$ cat src/rtl/flash_host_cmd_issuer_pkg.sv
`default_nettype none
// ----------------------------------------------------------------------------
// flash_host_cmd_issuer_pkg : opcodes, field positions and FSM encodings
// Rev 1.0
// ----------------------------------------------------------------------------
package flash_host_cmd_issuer_pkg;

  localparam int CMD_W  = 128;
  localparam int DATA_W = 256;

  localparam int OPC_HI = 127;
  localparam int OPC_LO = 126;

  localparam logic [1:0] OP_READ  = 2'b00;
  localparam logic [1:0] OP_WRITE = 2'b01;
  localparam logic [1:0] OP_ERASE = 2'b10;

  localparam int PAGE_BEATS_DEFAULT = 256;

  typedef enum logic [1:0] {
    ST_IDLE = 2'd0,
    ST_DATA = 2'd1,
    ST_GAP  = 2'd2
  } state_e;

  // Only WRITE carries a data phase; the reserved opcode behaves like ERASE.
  function automatic logic op_has_data(input logic [1:0] op);
    logic r;
    case (op)
      OP_READ:  r = 1'b0;
      OP_WRITE: r = 1'b1;
      OP_ERASE: r = 1'b0;
      default:  r = 1'b0;
    endcase
    return r;
  endfunction

endpackage
`default_nettype wire

$ cat src/rtl/flash_done_buffer.sv
`default_nettype none
// ----------------------------------------------------------------------------
// flash_done_buffer : drains the completion FIFO into a one-entry done register
// Rev 1.0
// ----------------------------------------------------------------------------
module flash_done_buffer
  import flash_host_cmd_issuer_pkg::*;
(
  input  logic             clk_200M,
  input  logic             rst,
  input  logic             fifo_empty_i,
  output logic             fifo_rd_en_o,
  input  logic [CMD_W-1:0] fifo_data_i,
  output logic             done_valid_o,
  input  logic             done_ready_i,
  output logic [CMD_W-1:0] done_cmd_o,
  output logic             rd_pending_o,
  output logic             capture_o
);

  logic             rd_pending_q;
  logic             done_valid_q;
  logic [CMD_W-1:0] done_cmd_q;

  // Only one read may be in flight, and only into an empty done register.
  assign fifo_rd_en_o = !rst && !fifo_empty_i && !done_valid_q && !rd_pending_q;

  always_ff @(posedge clk_200M or posedge rst) begin
    if (rst) begin
      rd_pending_q <= 1'b0;
      done_valid_q <= 1'b0;
      done_cmd_q   <= '0;
    end else begin
      rd_pending_q <= fifo_rd_en_o;
      if (rd_pending_q) begin
        done_valid_q <= 1'b1;
        done_cmd_q   <= fifo_data_i;
      end else if (done_valid_q && done_ready_i) begin
        done_valid_q <= 1'b0;
      end
    end
  end

  assign done_valid_o = done_valid_q;
  assign done_cmd_o   = done_cmd_q;
  assign rd_pending_o = rd_pending_q;
  assign capture_o    = rd_pending_q;

endmodule
`default_nettype wire

$ cat src/rtl/flash_host_cmd_issuer.sv
`default_nettype none
// ----------------------------------------------------------------------------
// flash_host_cmd_issuer : FTL-side command/write-data issuer with done buffer
// Rev 1.0
// ----------------------------------------------------------------------------
module flash_host_cmd_issuer
  import flash_host_cmd_issuer_pkg::*;
#(
  parameter int PAGE_BEATS      = PAGE_BEATS_DEFAULT,
  parameter int MAX_OUTSTANDING = 8,
  parameter int CNT_W           = 9
) (
  input  logic              clk_200M,
  input  logic              rst,
  input  logic              req_valid,
  output logic              req_ready,
  input  logic [CMD_W-1:0]  req_cmd,
  input  logic              wdata_valid,
  output logic              wdata_ready,
  input  logic [DATA_W-1:0] wdata,
  output logic              done_valid,
  input  logic              done_ready,
  output logic [CMD_W-1:0]  done_cmd,
  input  logic              Cmd_Available,
  output logic              Cmd_In_En,
  output logic [CMD_W-1:0]  Cmd_In,
  output logic              Data_In_En,
  output logic [DATA_W-1:0] Data_In,
  input  logic              Finished_Cmd_FIFO_Empty,
  output logic              Finished_Cmd_Out_En,
  input  logic [CMD_W-1:0]  Finished_Cmd_Out,
  input  logic              ControllerIdle,
  output logic              all_idle,
  output logic [CNT_W-1:0]  outstanding,
  output logic              err_underflow
);

  localparam logic [CNT_W-1:0] C_ONE       = CNT_W'(1);
  localparam logic [CNT_W-1:0] C_MAX_OUT   = CNT_W'(MAX_OUTSTANDING);
  localparam logic [CNT_W-1:0] C_LAST_BEAT = CNT_W'(PAGE_BEATS - 1);

  state_e              state_q;
  logic [CNT_W-1:0]    beat_cnt_q;
  logic [CNT_W-1:0]    outstanding_q, outstanding_d;
  logic                err_q, err_d;
  logic                cmd_en_q, data_en_q, all_idle_q;
  logic [CMD_W-1:0]    cmd_q;
  logic [DATA_W-1:0]   data_q;

  logic w_req_hs, w_wd_hs, w_capture, w_done_valid, w_rd_pending;

  assign req_ready   = !rst && (state_q == ST_IDLE) && Cmd_Available &&
                       (outstanding_q < C_MAX_OUT);
  assign wdata_ready = !rst && (state_q == ST_DATA);
  assign w_req_hs    = req_valid && req_ready;
  assign w_wd_hs     = wdata_valid && wdata_ready;

  flash_done_buffer u_done_buffer (
    .clk_200M     (clk_200M),
    .rst          (rst),
    .fifo_empty_i (Finished_Cmd_FIFO_Empty),
    .fifo_rd_en_o (Finished_Cmd_Out_En),
    .fifo_data_i  (Finished_Cmd_Out),
    .done_valid_o (w_done_valid),
    .done_ready_i (done_ready),
    .done_cmd_o   (done_cmd),
    .rd_pending_o (w_rd_pending),
    .capture_o    (w_capture)
  );

  // A completion with nothing in flight is flagged and never wraps the count.
  always_comb begin
    outstanding_d = outstanding_q;
    err_d         = err_q;
    if (w_capture && (outstanding_q == '0)) err_d = 1'b1;
    if (w_req_hs && !w_capture) begin
      outstanding_d = outstanding_q + C_ONE;
    end else if (!w_req_hs && w_capture && (outstanding_q != '0)) begin
      outstanding_d = outstanding_q - C_ONE;
    end
  end

  always_ff @(posedge clk_200M or posedge rst) begin
    if (rst) begin
      state_q       <= ST_IDLE;
      beat_cnt_q    <= '0;
      cmd_en_q      <= 1'b0;
      cmd_q         <= '0;
      data_en_q     <= 1'b0;
      data_q        <= '0;
      outstanding_q <= '0;
      err_q         <= 1'b0;
      all_idle_q    <= 1'b0;
    end else begin
      cmd_en_q      <= w_req_hs;
      data_en_q     <= w_wd_hs;
      outstanding_q <= outstanding_d;
      err_q         <= err_d;
      all_idle_q    <= (state_q == ST_IDLE) && (outstanding_q == '0) &&
                       ControllerIdle && !w_done_valid && !w_rd_pending;
      if (w_req_hs) cmd_q  <= req_cmd;
      if (w_wd_hs)  data_q <= wdata;
      case (state_q)
        ST_IDLE: begin
          if (w_req_hs) begin
            beat_cnt_q <= '0;
            state_q    <= op_has_data(req_cmd[OPC_HI:OPC_LO]) ? ST_DATA : ST_GAP;
          end
        end
        ST_DATA: begin
          if (w_wd_hs) begin
            beat_cnt_q <= beat_cnt_q + C_ONE;
            if (beat_cnt_q == C_LAST_BEAT) state_q <= ST_GAP;
          end
        end
        // One settling cycle so Cmd_Available reflects the command just issued.
        ST_GAP:  state_q <= ST_IDLE;
        default: state_q <= ST_IDLE;
      endcase
    end
  end

  assign Cmd_In_En     = cmd_en_q;
  assign Cmd_In        = cmd_q;
  assign Data_In_En    = data_en_q;
  assign Data_In       = data_q;
  assign done_valid    = w_done_valid;
  assign outstanding   = outstanding_q;
  assign err_underflow = err_q;
  assign all_idle      = all_idle_q;

endmodule
`default_nettype wire

$ cat config.mk
export PLATFORM = sky130hd
export DESIGN_NAME = flash_host_cmd_issuer
export DESIGN_NICKNAME = d
export VERILOG_FILES = /design/src/rtl/flash_host_cmd_issuer_pkg.sv /design/src/rtl/flash_done_buffer.sv /design/src/rtl/flash_host_cmd_issuer.sv
export SDC_FILE = /design/constraint.sdc
export NUM_CORES = 1
export LEC_CHECK = 0
export ABC_CLOCK_PERIOD_IN_PS = 23700
export CAP_MARGIN = 25
export CORE_AREA = 3 3 413 415
export CTS_BUF_LIST = sky130_fd_sc_hd__clkbuf_16
export DETAILED_ROUTE_END_ITERATION = 8
export DIE_AREA = 0 0 416 418
export REMOVE_ABC_BUFFERS = 1
export SYNTH_ARGS = -nofsm -noshare
export SYNTH_HDL_FRONTEND = slang
export SYNTH_SLANG_ARGS = --single-unit
$ cat constraint.sdc
create_clock -name clk_200M -period 23.7 [get_ports clk_200M]
set_input_delay 5.925 -clock clk_200M [delete_from_list [all_inputs] [get_ports clk_200M]]
set_output_delay 5.925 -clock clk_200M [all_outputs]
set_load 0.01 [all_outputs]
==> run metrics <==
most repeated library cell on the critical path sky130_fd_sc_hd__clkdlybuf4s50_1; Worst path slowest cell sky130_fd_sc_hd__nor3b_1; final-report setup violation count 0; worst path buffer plus inverter count 3; Crit path largest cell delay 0.82 ns; total via count after detailed routing 18710; final worst setup slack 9.540 ns; total length of routed wires 129.5 mm; worst relative slew slack 35.09%; via density per instance 3.484; startpoint of the most critical register-to-register path state_q[0]; number of clock sinks 538; Worst IR Drop VDD 0.05236 mV; post-synthesis sequential element count 538; CP Capture Type primary output; vertical die dimension 418 um; hold buffers post-CTS 0; CP Launch Type input pin; cell-by-cell trace of the critical path clkdlybuf4s50_1 > nor3b_1 > buf_4 > clkdlybuf4s50_1; number of pins with negative max-slew slack in the final report 0; detail-routed net length per standard cell 24.11 um; Post-Route Skew 0.02221 ns; total negative slack 0 ns; shortest clock period the worst path allows after layout 14.16 ns; number of fill cells in the layout 18270; number of buffers created by CTS 74; number of unique standard cell types used by synthesis 41; overall routing resource usage 14.41%; share of flip-flops with an asynchronous set or reset 100.0%; post-DP HPWL 105.0 mm; CP Class input pin to primary output; R2R setup slack 19.37 ns; DRC viols 0; Gates resized, CTS repair 0; number of optimization iterations in the first detailed-route pass 7; fin nets 3608; number of max-cap violations 0; setup repair bufs after CTS 0; clock buffer depth 3; class of the tightest hold or removal check flip-flop to flip-flop; H-Tree Depth 3; number of enable-type register cells in the synthesized netlist 0; required time at the worst-slack endpoint 17.78 ns; Hold EP err_underflow; pre-CTS WS 9.383 ns; Placeable Area 167000 sq um; clock tree from TritonCTS built; vias in the first global route 19030; status finished, final reports clean; initial antenna violation count 99; most instantiated flip-flop cell in the synthesis netlist sky130_fd_sc_hd__dfrtp_1; Avg Cell Area, Syn 10.07 sq um; Initial Util 12.25%; family with the most delay on the worst path buffers and inverters; pin count of the biggest net entering global routing 162; final worst path period share 59.75%; first-pass GRT wire length 171.1 mm; # IOs 1049; root buffer selected by CTS sky130_fd_sc_hd__clkbuf_16; number of placement rows 150; Crit Path Max Fanout 4; FMAX 0.07062 GHz; quantity of I/O buffers inserted on ports 1048; total die area 173900 sq um; arrival time at the worst endpoint 8.23 ns; number of standard cells after synthesis 2031; YS warnings 0; number of nets with antenna violations after routing 0; worst reg2reg endpoint Data_In[157]; commonest cells after routing, fill and taps aside sky130_fd_sc_hd__nand2_1 (1161), sky130_fd_sc_hd__clkdlybuf4s50_1 (1048), sky130_fd_sc_hd__dfrtp_1 (537); ratio of cells with drive above 1 in the final layout 8.610%; clock transition at the register clock pins on the worst setup and hold paths after CTS 0.06 ns; logic depth of the worst setup path including buffers 4; Worst Tran Pin Value 0.9737 ns; beginning of the worst hold path err_underflow; combined area of all synthesized cells 20460 sq um; die span in x 416 um; setup repair after global routing missed its margin no; RePlAce Congestion 0.9254; leading cell type in the layout, fill and taps excluded sky130_fd_sc_hd__nand2_1; worst skew pair latency 0.68 ns; worst hold stages 1; worst r2r path cells 9; leak pwr 16.28 nW; pwr dens 120.3 nW/um^2; drt initial violations 1128; sequential fraction of the synthesis area 65.81%; final count of hold timing violations 0; overflow left after global routing 0; Layout area overhead 76.17%
==> area by class of cell <==
class | instances | area (sq um) | share of cell area, %
flip-flops and latches | 538 | 13470 | 37.37
repair buffers | 1072 | 10780 | 29.90
multi-input cells | 1383 | 6574 | 18.24
well taps | 2204 | 2758 | 7.652
clock buffers | 77 | 1927 | 5.347
clock inverters | 57 | 410.4 | 1.139
diodes | 30 | 75.07 | 0.2083
inverters | 9 | 51.30 | 0.1424
==> flip-flops by register name, summed over array words and instances, names as in the netlist, 2 cells and up <==
signal	flops
Data_In	256
Cmd_In	128
u_done_buffer.done_cmd_o	128
beat_cnt_q	9
outstanding	9
state_q	2
==> worst reg2reg max path, delay by kind of cell, from the launching register on <==
| family | cells | cell delay, ns |
|---|---|---|
| DFF | 1 | 0.59 |
| and+or+nand+nor | 4 | 1.25 |
| buffers and inverters | 5 | 2.43 |
==> per-stage QoR <==
step	power (mW)	area, sq um	utilization [%]	hold WS (ns)	cells
floorplan	2.032	20040	-	0.4432	1930
global placement	3.282	33510	20.06	0.4415	5202
detailed placement	3.304	33540	20.08	0.4464	5203
CTS	4.454	35880	21.48	0.4564	5337
global route	4.571	35960	21.53	0.4858	5341
finish	4.334	36040	21.57	0.4577	5370
==> layer usage <==
metal  share of wire [%]  up-vias  track usage (%)
met4                 2.7       60            4.561
met3                  10      204            6.500
met2                  48      715            23.86
li1                    -     8467                -
met1                  39     9265            16.54
met5                0.30        -                0
==> logic make-up after synthesis <==
logic type                 after synthesis  synth area share, %
and+or+nand+nor                       1200                22.50
DFF                                    538                65.81
muxes                                  135                7.511
buffers and inverters                  110                2.196
AOI/OAI and AO/OA                       24               0.7340
xor gates and xnor gates                14               0.5994
adders and majority gates               10               0.6484
==> how the worst max path moves through the flow <==
stage	start	to	slack, ns
after global placement	rst	wdata_ready	9.41
final	rst	wdata_ready	9.54
after global routing	rst	wdata_ready	9.45
after CTS	rst	wdata_ready	9.37
after floorplan	rst	Cmd_In[0]	2.74
after detailed placement	rst	wdata_ready	9.38
==> power breakdown <==
group / switching [mW] / internal [mW] / leakage (nW)
combinational: 0.876 / 0.865 / 8.22
clock: 0.468 / 0.632 / 1.21
sequential: 0.213 / 1.28 / 6.85
==> Yosys cell counts, types with 2 or more instances <==
library cell | instances | area share (%)
sky130_fd_sc_hd__xnor2_1 | 7 | 0.30
sky130_fd_sc_hd__mux2_2 | 128 | 7.0
sky130_fd_sc_hd__inv_1 | 7 | 0.13
sky130_fd_sc_hd__and3_1 | 4 | 0.12
sky130_fd_sc_hd__nand2_1 | 1162 | 21
sky130_fd_sc_hd__ha_1 | 9 | 0.55
sky130_fd_sc_hd__a21oi_1 | 7 | 0.17
sky130_fd_sc_hd__xor2_1 | 7 | 0.30
sky130_fd_sc_hd__nor2_1 | 11 | 0.20
sky130_fd_sc_hd__dfrtp_1 | 538 | 66
sky130_fd_sc_hd__inv_2 | 2 | 0.037
sky130_fd_sc_hd__clkbuf_1 | 61 | 1.1
sky130_fd_sc_hd__mux2i_1 | 2 | 0.098
sky130_fd_sc_hd__nand3_1 | 5 | 0.12
sky130_fd_sc_hd__o21ai_0 | 3 | 0.073
sky130_fd_sc_hd__a31oi_1 | 2 | 0.061
sky130_fd_sc_hd__o21ai_1 | 2 | 0.049
sky130_fd_sc_hd__nand4_1 | 3 | 0.092
sky130_fd_sc_hd__buf_2 | 23 | 0.56
sky130_fd_sc_hd__mux2_4 | 5 | 0.37
sky130_fd_sc_hd__and2_1 | 2 | 0.061
sky130_fd_sc_hd__buf_1 | 16 | 0.29
sky130_fd_sc_hd__a211oi_1 | 2 | 0.073
sky130_fd_sc_hd__a21o_1 | 5 | 0.18
sky130_fd_sc_hd__nor4_1 | 2 | 0.061
No activity file was read; power rests on OpenSTA's default activity.
